[config.mk]
export PLATFORM = sky130hd
export DESIGN_NAME = vram_write_scheduler
export DESIGN_NICKNAME = d
export VERILOG_FILES = /design/src/rtl/vram_write_scheduler.sv
export SDC_FILE = /design/constraint.sdc
export NUM_CORES = 1
export LEC_CHECK = 0
export BUFFER_PORTS_ARGS = -buffer_cell sky130_fd_sc_hd__buf_2
export CORE_ASPECT_RATIO = 1.1
export CORE_MARGIN = 4
export CORE_UTILIZATION = 45
export DETAILED_ROUTE_END_ITERATION = 8
export PLACE_DENSITY = 0.62
export SETUP_SLACK_MARGIN = 0.2
export SKIP_CTS_REPAIR_TIMING = 1
export SLEW_MARGIN = 0
export SYNTH_ARGS = -nofsm -noshare
export SYNTH_HDL_FRONTEND = slang
export SYNTH_SLANG_ARGS = --single-unit
[constraint.sdc]
create_clock -name clk -period 5.33 [get_ports clk]
set_clock_uncertainty 0.1 [all_clocks]
set_input_delay 0 -clock clk [delete_from_list [all_inputs] [get_ports clk]]
set_output_delay 0 -clock clk [all_outputs]
set_load 0.01 [all_outputs]
[src/rtl/vram_write_scheduler.sv]
// vram_write_scheduler
//   Converts Z80 I/O-port writes into VRAM byte writes and shares the single
//   SDRAM port between those writes, a hardware fill and display reads.
//   Arbitration happens once per SDRAM slot. Display reads win, but a pending
//   write or fill gets a guaranteed share.
// Ports
//   clk, reset                 clk64 clock, asynchronous active-high reset
//   io_wr_stb/io_addr/io_data  synchronised Z80 port write (one-cycle strobe)
//   slot                       one-cycle pulse at the start of an SDRAM slot
//   disp_req/disp_addr         display read request and word address
//   sdram_addr/we/din/mask     registered command for the current slot
//   disp_grant                 current slot serves the display
//   fifo_full/overflow         write FIFO status, overflow is sticky
//   fill_busy                  hardware fill in progress
module vram_write_scheduler #(
    parameter logic [7:0]  IO_BASE     = 8'h40,
    parameter int unsigned FIFO_DEPTH  = 4,
    parameter int unsigned WRITE_EVERY = 4,
    parameter logic [15:0] FILL_WORDS  = 16'h0800
) (
    input  logic        clk,
    input  logic        reset,
    input  logic        io_wr_stb,
    input  logic [7:0]  io_addr,
    input  logic [7:0]  io_data,
    input  logic        slot,
    input  logic        disp_req,
    input  logic [15:0] disp_addr,
    output logic [15:0] sdram_addr,
    output logic        sdram_we,
    output logic [15:0] sdram_din,
    output logic [1:0]  sdram_mask,
    output logic        disp_grant,
    output logic        fifo_full,
    output logic        overflow,
    output logic        fill_busy
);

    localparam int unsigned PTR_W = (FIFO_DEPTH > 1) ? $clog2(FIFO_DEPTH) : 1;
    localparam int unsigned CNT_W = $clog2(FIFO_DEPTH + 1);
    localparam int unsigned STV_W = $clog2(WRITE_EVERY + 1);

    localparam logic [7:0] PORT_LO   = IO_BASE;
    localparam logic [7:0] PORT_HI   = IO_BASE + 8'd1;
    localparam logic [7:0] PORT_DATA = IO_BASE + 8'd2;
    localparam logic [7:0] PORT_CMD  = IO_BASE + 8'd3;

    typedef enum logic [1:0] {ST_IDLE, ST_DISP, ST_WRITE, ST_FILL} slot_kind_e;

    typedef struct packed {
        logic [15:0] addr;
        logic [7:0]  data;
    } wr_entry_t;

    slot_kind_e       state_q, state_d;
    logic [15:0]      vaddr_q, vaddr_d;
    wr_entry_t        mem_q [FIFO_DEPTH];
    wr_entry_t        mem_d [FIFO_DEPTH];
    logic [PTR_W-1:0] wr_ptr_q, wr_ptr_d, rd_ptr_q, rd_ptr_d;
    logic [CNT_W-1:0] count_q, count_d;
    logic             fifo_full_q, fifo_full_d;
    logic             overflow_q, overflow_d;
    logic             fill_busy_q, fill_busy_d;
    logic [15:0]      fill_ptr_q, fill_ptr_d;
    logic [7:0]       fill_val_q, fill_val_d;
    logic [STV_W-1:0] starve_q, starve_d;
    logic [15:0]      sdram_addr_q, sdram_addr_d;
    logic             sdram_we_q, sdram_we_d;
    logic [15:0]      sdram_din_q, sdram_din_d;
    logic [1:0]       sdram_mask_q, sdram_mask_d;

    logic      push, pop, pending;
    wr_entry_t head;

    assign head = mem_q[rd_ptr_q];

    // Slot arbitration (pre-push FIFO state) and I/O port decode
    always_comb begin
        state_d      = state_q;
        vaddr_d      = vaddr_q;
        mem_d        = mem_q;
        wr_ptr_d     = wr_ptr_q;
        rd_ptr_d     = rd_ptr_q;
        overflow_d   = overflow_q;
        fill_busy_d  = fill_busy_q;
        fill_ptr_d   = fill_ptr_q;
        fill_val_d   = fill_val_q;
        starve_d     = starve_q;
        sdram_addr_d = sdram_addr_q;
        sdram_we_d   = sdram_we_q;
        sdram_din_d  = sdram_din_q;
        sdram_mask_d = sdram_mask_q;
        push         = 1'b0;
        pop          = 1'b0;
        pending      = fill_busy_q | (count_q != '0);

        if (slot) begin
            if (disp_req && (!pending || (starve_q < STV_W'(WRITE_EVERY)))) begin
                state_d      = ST_DISP;
                sdram_addr_d = disp_addr;
                sdram_we_d   = 1'b0;
                sdram_mask_d = 2'b00;
                starve_d     = pending ? (starve_q + STV_W'(1)) : '0;
            end else if (fill_busy_q) begin
                state_d      = ST_FILL;
                sdram_addr_d = fill_ptr_q;
                sdram_we_d   = 1'b1;
                sdram_din_d  = {fill_val_q, fill_val_q};
                sdram_mask_d = 2'b00;
                fill_ptr_d   = fill_ptr_q + 16'd1;
                starve_d     = '0;
                if (fill_ptr_q == (FILL_WORDS - 16'd1)) begin
                    fill_busy_d = 1'b0;
                end
            end else if (count_q != '0) begin
                state_d      = ST_WRITE;
                pop          = 1'b1;
                rd_ptr_d     = rd_ptr_q + PTR_W'(1);
                sdram_addr_d = {1'b0, head.addr[15:1]};
                sdram_we_d   = 1'b1;
                sdram_din_d  = {head.data, head.data};
                // Odd byte lives in the upper lane, so mask the lower one
                sdram_mask_d = head.addr[0] ? 2'b01 : 2'b10;
                starve_d     = '0;
            end else begin
                state_d      = ST_IDLE;
                sdram_we_d   = 1'b0;
                sdram_mask_d = 2'b11;
                starve_d     = '0;
            end
        end

        if (io_wr_stb) begin
            if (io_addr == PORT_LO) begin
                vaddr_d[7:0] = io_data;
            end else if (io_addr == PORT_HI) begin
                vaddr_d[15:8] = io_data;
            end else if (io_addr == PORT_DATA) begin
                // A same-cycle pop frees the slot even when full
                if ((count_q != CNT_W'(FIFO_DEPTH)) || pop) begin
                    push            = 1'b1;
                    mem_d[wr_ptr_q] = '{addr: vaddr_q, data: io_data};
                    wr_ptr_d        = wr_ptr_q + PTR_W'(1);
                end else begin
                    overflow_d = 1'b1;
                end
                vaddr_d = vaddr_q + 16'd1;
            end else if (io_addr == PORT_CMD) begin
                overflow_d = 1'b0;
                if (io_data[0] && !fill_busy_q) begin
                    fill_busy_d = 1'b1;
                    fill_ptr_d  = '0;
                    fill_val_d  = io_data;
                end
            end
        end

        case ({push, pop})
            2'b10:   count_d = count_q + CNT_W'(1);
            2'b01:   count_d = count_q - CNT_W'(1);
            default: count_d = count_q;
        endcase
        fifo_full_d = (count_d == CNT_W'(FIFO_DEPTH));
    end

    always_ff @(posedge clk or posedge reset) begin
        if (reset) begin
            state_q      <= ST_IDLE;
            vaddr_q      <= '0;
            for (int i = 0; i < int'(FIFO_DEPTH); i++) begin
                mem_q[i] <= '0;
            end
            wr_ptr_q     <= '0;
            rd_ptr_q     <= '0;
            count_q      <= '0;
            fifo_full_q  <= 1'b0;
            overflow_q   <= 1'b0;
            fill_busy_q  <= 1'b0;
            fill_ptr_q   <= '0;
            fill_val_q   <= '0;
            starve_q     <= '0;
            sdram_addr_q <= '0;
            sdram_we_q   <= 1'b0;
            sdram_din_q  <= '0;
            sdram_mask_q <= '0;
        end else begin
            state_q      <= state_d;
            vaddr_q      <= vaddr_d;
            mem_q        <= mem_d;
            wr_ptr_q     <= wr_ptr_d;
            rd_ptr_q     <= rd_ptr_d;
            count_q      <= count_d;
            fifo_full_q  <= fifo_full_d;
            overflow_q   <= overflow_d;
            fill_busy_q  <= fill_busy_d;
            fill_ptr_q   <= fill_ptr_d;
            fill_val_q   <= fill_val_d;
            starve_q     <= starve_d;
            sdram_addr_q <= sdram_addr_d;
            sdram_we_q   <= sdram_we_d;
            sdram_din_q  <= sdram_din_d;
            sdram_mask_q <= sdram_mask_d;
        end
    end

    assign sdram_addr = sdram_addr_q;
    assign sdram_we   = sdram_we_q;
    assign sdram_din  = sdram_din_q;
    assign sdram_mask = sdram_mask_q;
    assign disp_grant = (state_q == ST_DISP);
    assign fifo_full  = fifo_full_q;
    assign overflow   = overflow_q;
    assign fill_busy  = fill_busy_q;

endmodule

### Word-level counts from Yosys, hierarchy flattened

Index checks and enable logic that the tools add are counted.
W data, S select, Z words.

* bits in registers: 186
* latch bits: 0
* RAM bits: 0
* memory bits (read-only): 0
* input port bits: 37
* output and inout bits: 39
* memories: 0

* $add $sub $neg: 7
* $mul: 0
* div/mod/pow operators: 0
* order comparisons: 4
* equality and inequality tests: 12
* shift-type cells: 0
* multiplexer cells: 58
* bitwise operators: 8
* reduce and logical (&&, ||, !) cells: 21

Operators with widths (number)
* $mux W16: 15
* $bwmux W96: 1
* $mux W24: 3
* $bmux W24 S2: 1
* $demux W24 S2: 1
* $add A16 B1 Y16 const B: 2
* $eq A8 B7 Y1 const B: 4
* $mux W1: 24
* $mux W8: 3
* $eq A16 B11 Y1 const B: 1
* $mux W2: 7
* $reduce_and A5 Y1: 2
* $reduce_and A3 Y1: 3
* $reduce_bool A2 Y1: 4
* $add A3 B1 Y3 const B: 2
* $ge A3 B3 Y1 const B: 2
* $mux W3: 2
* $not A2 Y3: 2
* $pmux W3 S2: 1
* $reduce_and A6 Y1: 1
* $reduce_bool A3 Y1: 2
* $not A1 Y1: 5
* $add A2 B1 Y2 const B: 2
* $eq A2 B1 Y1 const B: 2
* other kinds (13): 18

### Logic depth before layout (Yosys ltp)

Gate-level depths: netlist of run 1.

* depth in word-level cells: 16
* mapped depth: 12
* mapped depth without buffers: 11

### Worst setup path before layout of run 1

OpenSTA, ideal clock, no wires.

* path kind: register -> register
* start: register fill_busy_q (netlist: fill_busy)
* end: register fifo_full_q (netlist: fifo_full)
* setup time: 0.125 ns
* data arrival time: 2.305 ns
* path slack: 2.800 ns
* stages on the path, launching flop included: 13
* clock period less this slack: 2.530 ns
* cells stage by stage: dfrtp_1 -> buf_2 -> o311a_1 -> buf_6 -> nor3_1 -> inv_1 -> ha_1 -> inv_1 -> fa_1 -> xor2_1 -> nor2_1 -> xor2_1 -> nor3b_1

* longest elaborated chain between the ends: 15
* elaborated cells on any way between the ends: 17

RTL lines
* start, declared: RTL line 63 `logic fill_busy_q, fill_busy_d;`
* start signal, assigned: RTL line 195 `fill_busy_q <= fill_busy_d;`
* $or A1 B1 Y1: RTL line 95 `pending = fill_busy_q | (count_q != '0);`
* $logic_not A1 Y1: RTL line 98 `if (disp_req && (!pending || (starve_q < STV_W'(WRITE_EVERY)))) begin`
* $logic_or A1 B1 Y1: RTL line 98
* $logic_and A1 B1 Y1: RTL line 98
* $mux W1 (*): RTL line 98
* $mux W1 (*): RTL line 97 `if (slot) begin`
* $logic_or A1 B1 Y1: RTL line 140 `if ((count_q != CNT_W'(FIFO_DEPTH)) || pop) begin`
* $mux W1: RTL line 140
* $mux W1: RTL line 138 `end else if (io_addr == PORT_DATA) begin`
* $mux W1: RTL line 136 `end else if (io_addr == PORT_HI) begin`
* $mux W1: RTL line 134 `if (io_addr == PORT_LO) begin`
* $mux W1: RTL line 133 `if (io_wr_stb) begin`
* $eq A2 B1 Y1 / $eq A2 B2 Y1 (equally long branches): RTL line 158 `case ({push, pop})`
* $pmux W3 S2 (*): RTL line 158
* net count_d[2]: RTL line 60 `logic [CNT_W-1:0] count_q, count_d;`
* $eq A3 B3 Y1 (*): RTL line 163 `fifo_full_d = (count_d == CNT_W'(FIFO_DEPTH));`
* net fifo_full_d: RTL line 61 `logic fifo_full_q, fifo_full_d;`
* end signal, assigned: RTL line 193 `fifo_full_q <= fifo_full_d;`
* end, declared: RTL line 61

The timed path passes the listed nets; every way through them passes the cells marked *.
A chain may end at the register's enable or synchronous reset.

### Worst setup path after layout of run 1

Same ends and word-level chain as after synthesis.

==> results of run 1 <==
[worst max-delay path, delay by kind of cell (launching register included)]
family	cells	cell delay, ns
XOR/XNOR	2	0.32
adder cells (fa/ha/maj)	2	0.54
AND/OR/NAND/NOR	3	0.51
flip-flops	1	0.96
AO/OA/AOI/OAI	1	0.57
buffers and inverters	2	0.15
[cell type report]
type | count | area (um^2) | area share, %
clock buffer | 17 | 425 | 4.17
clock inverter | 15 | 134 | 1.31
inverter | 19 | 76.3 | 0.749
multi-input combinational | 430 | 4070 | 39.9
sequential | 178 | 4460 | 43.7
tap | 247 | 309 | 3.03
timing repair buffer | 112 | 728 | 7.14
[power by group]
group / total (mW) / leakage (nW) / switching [mW] / internal, mW
Combinational: 0.424 / 1.95 / 0.206 / 0.218
Clock: 1.21 / 0.276 / 0.587 / 0.618
Sequential: 1.60 / 2.41 / 0.174 / 1.43
[sequential cells by signal, summed over array words and instances, names as in the netlist, 3 cells and up]
signal,cells
mem_q,96
fill_ptr_q,16
sdram_addr,16
vaddr_q,16
fill_val_q,8
sdram_din,8
count_q,3
starve_q,3
[cell families (layout without fill, tap and decap cells)]
logic type | Yosys count | in the layout | synth area share (%)
AO/OA/AOI/OAI | 128 | 128 | 9.26
XOR/XNOR | 10 | 10 | 0.982
adder cells (fa/ha/maj) | 9 | 9 | 1.35
buffers and inverters | 75 | 163 | 4.42
flip-flops | 178 | 178 | 50.0
multiplexers | 144 | 144 | 24.4
AND/OR/NAND/NOR | 139 | 139 | 9.66
[worst max-delay path by stage]
stage,endpoint,from
6_report,fifo_full$_DFF_PP0_,fill_busy$_DFF_PP0_
5_1_grt,fifo_full$_DFF_PP0_,fill_busy$_DFF_PP0_
4_1_cts,fifo_full$_DFF_PP0_,fill_busy$_DFF_PP0_
3_5_place_dp,fifo_full$_DFF_PP0_,fill_busy$_DFF_PP0_
3_3_place_gp,fifo_full$_DFF_PP0_,fill_busy$_DFF_PP0_
2_1_floorplan,count_q[0]$_DFF_PP0_,reset
[metal layers]
| metal | up-vias | global-route usage [%] | share of wire [%] |
|---|---|---|---|
| li1 | 2696 | - | - |
| met3 | 30 | 3.31 | 3.9 |
| met1 | 3097 | 25.7 | 45 |
| met4 | 0 | 6.31 | 2.0 |
| met2 | 171 | 30.9 | 50 |
| met5 | - | 0 | 0 |
[Yosys cell counts, types with 4 or more instances]
| cell type | number | area [um^2] |
|---|---|---|
| a21oi_1 | 50 | 250 |
| a222oi_1 | 15 | 150 |
| a2bb2oi_1 | 7 | 61.3 |
| and2_1 | 5 | 31.3 |
| and3_1 | 8 | 50.1 |
| and4_1 | 4 | 35.0 |
| buf_2 | 9 | 45.0 |
| buf_4 | 9 | 67.6 |
| buf_6 | 9 | 101 |
| clkbuf_1 | 26 | 97.6 |
| dfrtp_1 | 178 | 4450 |
| ha_1 | 8 | 100 |
| inv_1 | 19 | 71.3 |
| mux2_2 | 23 | 259 |
| mux2_4 | 80 | 1200 |
| mux2i_1 | 16 | 160 |
| mux4_2 | 24 | 541 |
| nand2_1 | 23 | 86.3 |
| nand3_1 | 15 | 75.1 |
| nand4_1 | 14 | 87.6 |
| nor2_1 | 28 | 105 |
| nor3_1 | 7 | 35.0 |
| nor4b_4 | 5 | 119 |
| o21ai_0 | 30 | 150 |
| o22a_1 | 4 | 35.0 |
| o31ai_1 | 5 | 37.5 |
| or3_1 | 8 | 50.1 |
| or4_1 | 5 | 37.5 |
| xnor2_1 | 4 | 35.0 |
| xor2_1 | 6 | 52.6 |
[through the flow]
stage	std cells	hold WS (ns)
after floorplan	683	0.0347
after global placement	956	0.197
after detailed placement	956	0.213
after CTS	988	-0.256
after global routing	1018	0.0302
final	1018	-0.0166
==> metrics.md, run 1 <==
| Metric | Value |
|---|---|
| IO Port Bufs | 75 |
| Leak | 4.63 nW |
| Status | complete, but fails checks |
| Post-route DRC | 0 |
| Type of origin of the critical path | flop |
| Area post-placement | 9340 um^2 |
| Number of clock sinks | 178 |
| Slew HR | 22.0% |
| Critical path data arrival time | 3.50 ns |
| Number of synthesized register bits | 178 |
| Area Growth Syn to Fin | 14.4% |
| Hold Path End | vaddr_q[5]$_DFFE_PP0P_ |
| Initial DRT Pass Iterations | 6 |
| Register area share after synthesis | 50.0% |
| WP data required | 5.57 ns |
| Crit-path slowest cell | dfrtp_1 |
| Starting density of the core | 46.2% |
| WHS Path Cells | 5 |
| Hold Vio Cnt, Final | 3 |
| Layout cells sized above 1 | 33.5% |
| CP max stage delay | 0.96 ns |
| R2R depth | 10 |
| Failing checks | hold timing |
| Rows | 53 |
| Unrepaired setup endpoints after global routing | false |
| CP Max Fanout | 20 |
| Pwr Density | 317 nW/um^2 |
| Worst R2R Start | fill_busy$_DFF_PP0_ |
| CP Cell Sequence | o311a_1 -> nor3_1 -> inv_1 -> ha_1 -> inv_1 -> fa_1 -> xor2_1 -> nor2_1 -> xor2_1 -> nor3b_1 |
| Reg2reg end | fifo_full$_DFF_PP0_ |
| Worst hold path class | in2reg |
| Routed wire per std cell | 20.2 um |
| Critical hold path startpoint | io_addr[7] |
| Final Max Tran Viols | 0 |
| Critical path type | reg2reg |
| Final min period | 3.25 ns |
| Mapped Area | 8910 um^2 |
| Synth Net Count | 729 |
| Die height | 156 um |
| Vias in the first global route | 6057 |
| CTS H-tree depth | 4 |
| Netlist cell types | 56 |
| DP Wirelength | 13500 um |
| Total number of vias | 5994 |
| Tot Pwr | 3.23 mW |
| Via count normalized by instance count | 5.89 |
| GRT overflow | 0 |
| Post-Route WL | 20500 um |
| Total track usage | 18.9% |
| Iter 0 DRT Violations | 576 |
| Post-synth EDFFs | 0 |
| Fin nets | 804 |
| Maximum clock rate | 307 MHz |
| First-pass GRT wire length | 33100 um |
| Post-route setup TNS | 0 ns |
| R2R Setup Slk | 2.08 ns |
| Asr flop ratio synth | 100% |
| Die area | 22100 um^2 |
| Largest net degree at the start of global routing | 111 |
| Crit end category | flop |
| CTS tree | built |
| Boundary Pins | 76 |
| Worst skew pair latency | 0.44 ns |
| Hold Slack | -0.0166 ns |
| Routability cong. | 0.828 |
| Most common cell after layout, fill and taps aside | dfrtp_1 |
| Post-route ant nets | 0 |
| Fillcell total | 1590 |
| Peak VDD IR | 0.226 mV |
| Yosys warnings | 0 |
| Final Cell Area | 10200 um^2 |
| Worst-Margin Slew | 1.17 ns |
| Final Cycle Share | 61.0% |
| Antenna violations before repair | 0 |
| Worst slack, placed | 2.02 ns |
| CTS Buf Count | 17 |
| Synth Instances | 683 |
| Final worst slack | 2.08 ns |
| Ant. Diodes | 0 |
| CTS Root Cell | clkbuf_16 |
| Clock slew at reported path FFs | 0.07 ns |
| Avg Synthesized Cell Area | 13.1 um^2 |
| MaxCap Viol Count | 0 |
| Commonest register cell after synthesis | dfrtp_1 |
| Longest Clk Path Bufs | 2 |
| Core ar. | 19300 um^2 |
| Setup-failing EPs final | 0 |
| Final Util | 52.8% |
| Commonest non-fill, non-tap cells in the layout | dfrtp_1, mux2_4, buf_2 |
| Die width | 142 um |
(Power assumes the default switching activity.)
==> run 2, diff against run 1 <==
- ABC_AREA: not set -> 1
- clock period: 5.33 -> 3.05 ns (I/O delays scaled with it)
==> run 2 against run 1 <==
Compared with the run above: the flow still finishes with violations (hold timing); core utilization is 0.69 points lower; total power grew 120%; global-route usage is 2.0 points higher; clock-buffer cell count grew 4; clock power increased by 71%; cell area rose by 1.3%; sequential share of layout area fell by 0.56 points; sequential power up 76%; worst setup slack got worse by 1.6 ns; wire length up 12%; final cell count is 44% higher; critical endpoint unchanged; largest power group unchanged.
==> metrics.md, run 2 <==
| Metric | Value |
|---|---|
| Critical path data arrival time | 2.76 ns (-0.74 ns) |
| Core ar. | 19800 um^2 (+2.6%) |
| Post-synth top area share | 49.4% (-0.56 points) |
| Netlist cell types | 41 (-27%) |
| Post-synth EDFFs | 0 (unchanged) |
| Largest reg by FF count | mem_q |
| Total number of vias | 7524 (+26%) |
| Maximum clock rate | 391 MHz (+27%) |
| Layout cells sized above 1 | 14.8% (-19 points) |
| First-pass GRT wire length | 37100 um (+12%) |
| Non-filler cells, final | 1465 (+44%) |
| Unrepaired setup endpoints after global routing | false |
| Worst skew pair latency | 0.43 ns (about the same) |
| Setup-failing EPs final | 0 (unchanged) |
| CP Max Fanout | 8 (-60%) |
| Iter 0 DRT Violations | 540 (-6.3%) |
| CTS Buf Count | 17 (unchanged) |
| Yosys warnings | 0 (unchanged) |
| Largest net degree at the start of global routing | 64 (-42%) |
| Rows | 54 (+1.9%) |
| Most common cell in the netlist | nand2_1 |
| Synth Instances | 1120 (+64%) |
| Via count normalized by instance count | 5.14 (-13%) |
| IO Port Bufs | 75 (unchanged) |
| Number of clock sinks | 178 (unchanged) |
| Post-Route WL | 23000 um (+12%) |
| Mapped Area | 9020 um^2 (+1.1%) |
| Area Growth Syn to Fin | 14.5% |
| Failing checks | hold timing |
| Ant. Diodes | 0 (unchanged) |
| Final Max Tran Viols | 0 (unchanged) |
| Leak | 5.14 nW (+11%) |
| Critical path type | reg2reg |
| GRT overflow | 0 (unchanged) |
| Die width | 143 um (+0.53%) |
| Pwr Density | 680 nW/um^2 (+110%) |
| Inst Count DP | 1404 (+47%) |
| Starting density of the core | 45.5% (-0.65 points) |
| Initial DRT Pass Iterations | 5 (-1) |
| Fillcell total | 1940 (+22%) |
| Worst hold path class | in2async |
| Die height | 156 um (+0.54%) |
| Boundary Pins | 76 (unchanged) |
| Hold Vio Cnt, Final | 9 (+6) |
| Worst-Margin Slew | 0.675 ns (-0.491 ns) |
| Total track usage | 20.9% (+2.0 points) |
| Asr flop ratio synth | 100% (unchanged) |
| Commonest register cell after synthesis | dfrtp_1 |
| Tot Pwr | 7.02 mW (+120%) |
| MaxCap Viol Count | 0 (unchanged) |
| Synth Net Count | 1166 (+60%) |
| Peak VDD IR | 0.397 mV (+76%) |
| Die area | 22400 um^2 (+1.1%) |
| Post-route setup TNS | 0 ns (unchanged) |
| Hold Slack | -0.0175 ns (-0.000930 ns) |
| Fin nets | 1246 (+55%) |
| DP Wirelength | 15500 um (+14%) |
| Final Cycle Share | 83.8% (+23 points) |
| CTS tree | built |
| Clock slew at reported path FFs | 0.07 ns (about the same) |
| Routability cong. | 0.854 (+3.2%) |
| Routed wire per std cell | 15.7 um (-22%) |
| Crit end category | flop |
| Post-synth top cells | nand2_1, dfrtp_1, nor2_1, o21ai_0, inv_1 |
| CTS H-tree depth | 4 (unchanged) |
| Post-synth top area cell | dfrtp_1 |
| R2R depth | 12 (+2) |
| CTS Root Cell | clkbuf_16 |
| Commonest non-fill, non-tap cells in the layout | nand2_1, dfrtp_1, nor2_1 |
| Most common cell after layout, fill and taps aside | nand2_1 |
| Post-route DRC | 0 (unchanged) |
| Vias in the first global route | 7014 (+16%) |
| Final min period | 2.56 ns (-0.696 ns) |
| Slew HR | 55.0% (+33 points) |
| WP data required | 3.25 ns (-2.32 ns) |
| Avg Synthesized Cell Area | 8.05 um^2 (-38%) |
| Number of synthesized register bits | 178 (unchanged) |
| Antenna violations before repair | 0 (unchanged) |
| Status | complete, but fails checks |
| Register area share after synthesis | 49.4% (-0.56 points) |
| Post-route ant nets | 0 (unchanged) |
| Longest Clk Path Bufs | 2 (unchanged) |
| Max reg flops | 96 (unchanged) |
| Synth top area cells | dfrtp_1, nand2_1, o21ai_0 |
| Type of origin of the critical path | flop |
-- run 2: cell count changes after synthesis, sizes merged, moves of 45 or more --
cell   before  now
o21ai      30  157
a21oi      51    6
nand3      16   66
nand2      23  364
mux2      104    0
inv        19   85
nor2       28  109
-- run 2: path summary, 6_finish.rpt --
path | slack (ns) | to | start
max | 0.49 | fifo_full$_DFF_PP0_ | count_q[1]$_DFF_PP0_
max reg2reg | 0.49 | fifo_full$_DFF_PP0_ | count_q[1]$_DFF_PP0_
min in group clk | 0.05 | wr_ptr_q[1]$_DFFE_PP0P_ | io_addr[1]
min reg2reg | 0.37 | fill_val_q[0]$_DFFE_PP0P_ | fill_val_q[0]$_DFFE_PP0P_
max in group asynchronous | 2.06 | mem_q[78]$_DFFE_PP0P_ | reset
min | -0.02 | sdram_addr[8]$_DFFE_PP0P_ | reset
-- run 2: per-layer routing --
layer / routed length [um] / vias up / GRT usage (%)
li1: - / 3801 / -
met1: 11100 / 3513 / 30.7
met2: 10500 / 186 / 32.9
met3: 1100 / 24 / 3.39
met4: 256 / 0 / 4.62
met5: 0 / - / 0
-- run 2: area by class of cell --
type,count,area (um^2),area share [%]
Inverter,85,325,3.15
Timing Repair Buffer,120,811,7.85
Tap cell,252,315,3.05
Multi-Input combinational cell,798,3860,37.4
Clock buffer,21,480,4.65
Sequential cell,178,4450,43.1
Clock inverter,11,77.6,0.751
-- run 2: critical path, cell delays in order (launching register included) --
cell and delay [ns]:
dfrtp_1 0.42, nor2_2 0.18, nand2_2 0.11, nand4_4 0.11
nand2_4 0.12, nand4_1 0.18, ha_1 0.16, inv_1 0.07
fa_1 0.39, a21oi_1 0.15, o21ai_0 0.12, xor2_1 0.17
nor3b_2 0.17
-- run 2: report_power, final --
group          switching, mW  internal (mW)  leakage, nW
Clock                  0.939           1.13        0.272
Combinational           1.43          0.712         2.52
Sequential             0.186           2.62         2.35
Total                   2.55           4.47         5.14
-- run 2: through the flow --
stage,worst slack [ns],util (%),area [um^2],hold WS [ns]
floorplan,0.669,-,9020,0.0377
global route,0.294,52.1,10300,0.00574
global placement,0.623,47.8,9470,-0.111
CTS,0.448,50.7,10000,-0.563
finish,0.493,52.1,10300,-0.0175
detailed placement,0.480,47.8,9470,-0.107
-- run 2: cells by family after synthesis --
kind of cell / after synthesis / synth area share [%]
xor gates and xnor gates: 10 / 0.971
AOI/OAI and AO/OA: 203 / 12.8
and+or+nand+nor: 576 / 27.7
buffers and inverters: 144 / 7.84
DFF: 178 / 49.4
adders and majority gates: 9 / 1.33
==> run 3, diff against run 2 <==
- PLACE_DENSITY: 0.62 -> 0.64
- clock period: 3.05 -> 2.3 ns (I/O delays scaled with it)
==> run 3 against run 2 <==
Compared with the run above: the flow finishes with violations (setup timing); clock power increased by 42%; core utilization increased by 1.4 points; flip-flop and latch count unchanged; critical path type unchanged; largest cell class unchanged.
==> metrics.md, run 3 (same netlist as run 2, synthesis figures left out) <==
| Metric | Value |
|---|---|
| CTS H-tree depth | 4 (unchanged) |
| Worst R2R Start | count_q[1]$_DFF_PP0_ |
| Clock slew at reported path FFs | 0.07 ns (about the same) |
| CP Max Fanout | 4 (-4) |
| WP data required | 2.55 ns (-0.70 ns) |
| Inst Count DP | 1408 (+0.28%) |
| WHS Path Cells | 3 |
| Max reg flops | 96 (unchanged) |
| Final worst slack | -0.0354 ns (-0.528 ns) |
| Routability cong. | 0.878 (+2.8%) |
| Die width | 143 um (unchanged) |
| Worst skew pair latency | 0.43 ns (about the same) |
| Failing checks | setup timing |
| Unrepaired setup endpoints after global routing | true |
| GRT overflow | 0 (unchanged) |
| Die area | 22400 um^2 (unchanged) |
| Number of clock sinks | 178 (unchanged) |
| Met1 WL | 11200 um (+0.44%) |
| DP Wirelength | 15300 um (-1.3%) |
| Worst-Margin Slew | 0.782 ns (+0.107 ns) |
| Die height | 156 um (unchanged) |
| Layout cells sized above 1 | 16.1% (+1.3 points) |
| Maximum clock rate | 428 MHz (+9.5%) |
| Post-route setup TNS | -0.0354 ns (-0.0354 ns) |
| Final Util | 53.5% (+1.4 points) |
| Longest Clk Path Bufs | 2 (unchanged) |
| Starting density of the core | 45.5% (unchanged) |
| Total number of vias | 7720 (+2.6%) |
| Proportion of power drawn by flip-flops and latches | 38.9% (-1.1 points) |
| Type of origin of the critical path | flop |
| MaxCap Viol Count | 0 (unchanged) |
| Status | complete, but fails checks |
| First-pass GRT wire length | 37400 um (+0.80%) |
| Post-route DRC | 0 (unchanged) |
| Crit end category | flop |
| Routed wire per std cell | 16.1 um (+2.1%) |
| Commonest non-fill, non-tap cells in the layout | nand2_1, dfrtp_1, nor2_1 |
| Hold Slack | 0.0120 ns (+0.0295 ns) |
| CTS Buf Count | 17 (unchanged) |
| Worst slack, placed | 0.0395 ns (-0.441 ns) |
| Setup-failing EPs final | 1 (+1) |
| Post-Route WL | 23800 um (+3.4%) |
| Critical path data arrival time | 2.58 ns (-0.18 ns) |
| Net Sw Power | 3.43 mW (+34%) |
| Reg2reg end | fifo_full$_DFF_PP0_ |
| Final Cycle Share | 102% (+18 points) |
| Core ar. | 19800 um^2 (unchanged) |
| R2R Setup Slk | -0.04 ns (-0.53 ns) |
| Non-filler cells, final | 1483 (+1.2%) |
| Clock Power Share | 30.3% (+0.8 points) |
| Hold Path End | state_q[0]$_DFFE_PP0P_ |
| Iter 0 DRT Violations | 667 (+24%) |
| Area Growth Syn to Fin | 17.5% |
| Peak VDD IR | 0.594 mV (+50%) |
| Ant. Diodes | 0 (unchanged) |
| Critical path type | reg2reg |
| Slew HR | 47.9% (-7.1 points) |
| Total track usage | 21.0% (+0.14 points) |
| Largest reg by FF count | mem_q |
| Largest net degree at the start of global routing | 139 (+120%) |
| Pwr Density | 915 nW/um^2 (+35%) |
| Met2 wire length | 11000 um (+4.5%) |
| Via count normalized by instance count | 5.21 (+1.4%) |
| Leak | 5.23 nW (+1.8%) |
| Worst hold path class | in2reg |
| Final min period | 2.34 ns (-0.222 ns) |
| CTS tree | built |
| Critical hold path startpoint | slot |
| Routed wl met3 | 1250 um (+14%) |
| Antenna violations before repair | 0 (unchanged) |
| Initial DRT Pass Iterations | 5 (unchanged) |
| Most common cell after layout, fill and taps aside | nand2_1 |
| Rows | 54 (unchanged) |
| R2R depth | 12 (unchanged) |
| Highest Signal Layer | met4 |
| Fin nets | 1264 (+1.4%) |
| Hold Vio Cnt, Final | 0 (-9) |
| Comb pwr share | 30.9% (+0.4 points) |
| Switching Fraction | 35.4% (-0.98 points) |
| Final Max Tran Viols | 0 (unchanged) |
| CTS Root Cell | clkbuf_16 |
| Pint | 6.26 mW (+40%) |
| Boundary Pins | 76 (unchanged) |
| IO Port Bufs | 75 (unchanged) |
| Vias in the first global route | 7217 (+2.9%) |
| Post-route ant nets | 0 (unchanged) |
run 3: cell types whose count changed in the layout (fill, tap and decap cells not counted), moves of 2 or more:
cell and change:
inv_1 -2, inv_2 +2, buf_4 +8, buf_12 +2
bufinv_16 +2, o21ai_0 -2, dlygate4sd3_1 +5, clkinv_2 -2
o21ai_1 +2, nand3_4 +2
run 3: power groups by stage:
stage	Sequential, mW	Clock [mW]	Combinational [mW]
4_1_cts	3.75	2.99	2.85
6_report	3.77	2.94	2.99
3_5_place_dp	3.81	0	2.83
3_3_place_gp	3.80	0	2.79
5_1_grt	3.81	3.12	3.34
2_1_floorplan	3.85	0	1.83
run 3: metal layers:
metal  GRT usage [%]  vias to the layer above
li1                -                     3839
met1            30.6                     3632
met2            32.7                      223
met3            3.24                       26
met4            6.34                        0
met5               0                        -
run 3: stage by stage:
step,area (um^2),power (mW)
3_5_place_dp,9530,6.64
6_report,10600,9.70
2_1_floorplan,9030,5.67
3_3_place_gp,9530,6.60
4_1_cts,10100,9.59
5_1_grt,10600,10.3
run 3: how the worst max path moves through the flow:
stage	endpoint	from	cells after the start	slack [ns]
3_5_place_dp	fifo_full$_DFF_PP0_	count_q[1]$_DFF_PP0_	12	0.04
4_1_cts	fifo_full$_DFF_PP0_	count_q[1]$_DFF_PP0_	12	-0.07
6_report	fifo_full$_DFF_PP0_	count_q[1]$_DFF_PP0_	12	-0.04
2_1_floorplan	count_q[0]$_DFF_PP0_	reset	1	-0.08
5_1_grt	fifo_full$_DFF_PP0_	count_q[1]$_DFF_PP0_	12	-0.14
3_3_place_gp	fifo_full$_DFF_PP0_	count_q[1]$_DFF_PP0_	12	0.13
run 3: layout make-up:
cell class              instances  area, um^2
well taps                     252         315
multi-input cells             800        3930
fillers                      1882        9210
clock buffers                  21         470
clock inverters                11         128
flip-flops and latches        178        4460
repair buffers                136         972
inverters                      85         325
run 3: worst max-delay path, cell delays in order (launching register included):
cell and delay [ns]:
dfrtp_2 0.46, nor2_4 0.16, nand2_4 0.08, nand4_4 0.09, nand2_4 0.06, nand4_1 0.10
ha_2 0.19, inv_2 0.05, fa_2 0.37, a21oi_2 0.12, o21ai_1 0.08, xor2_1 0.20
nor3b_2 0.21
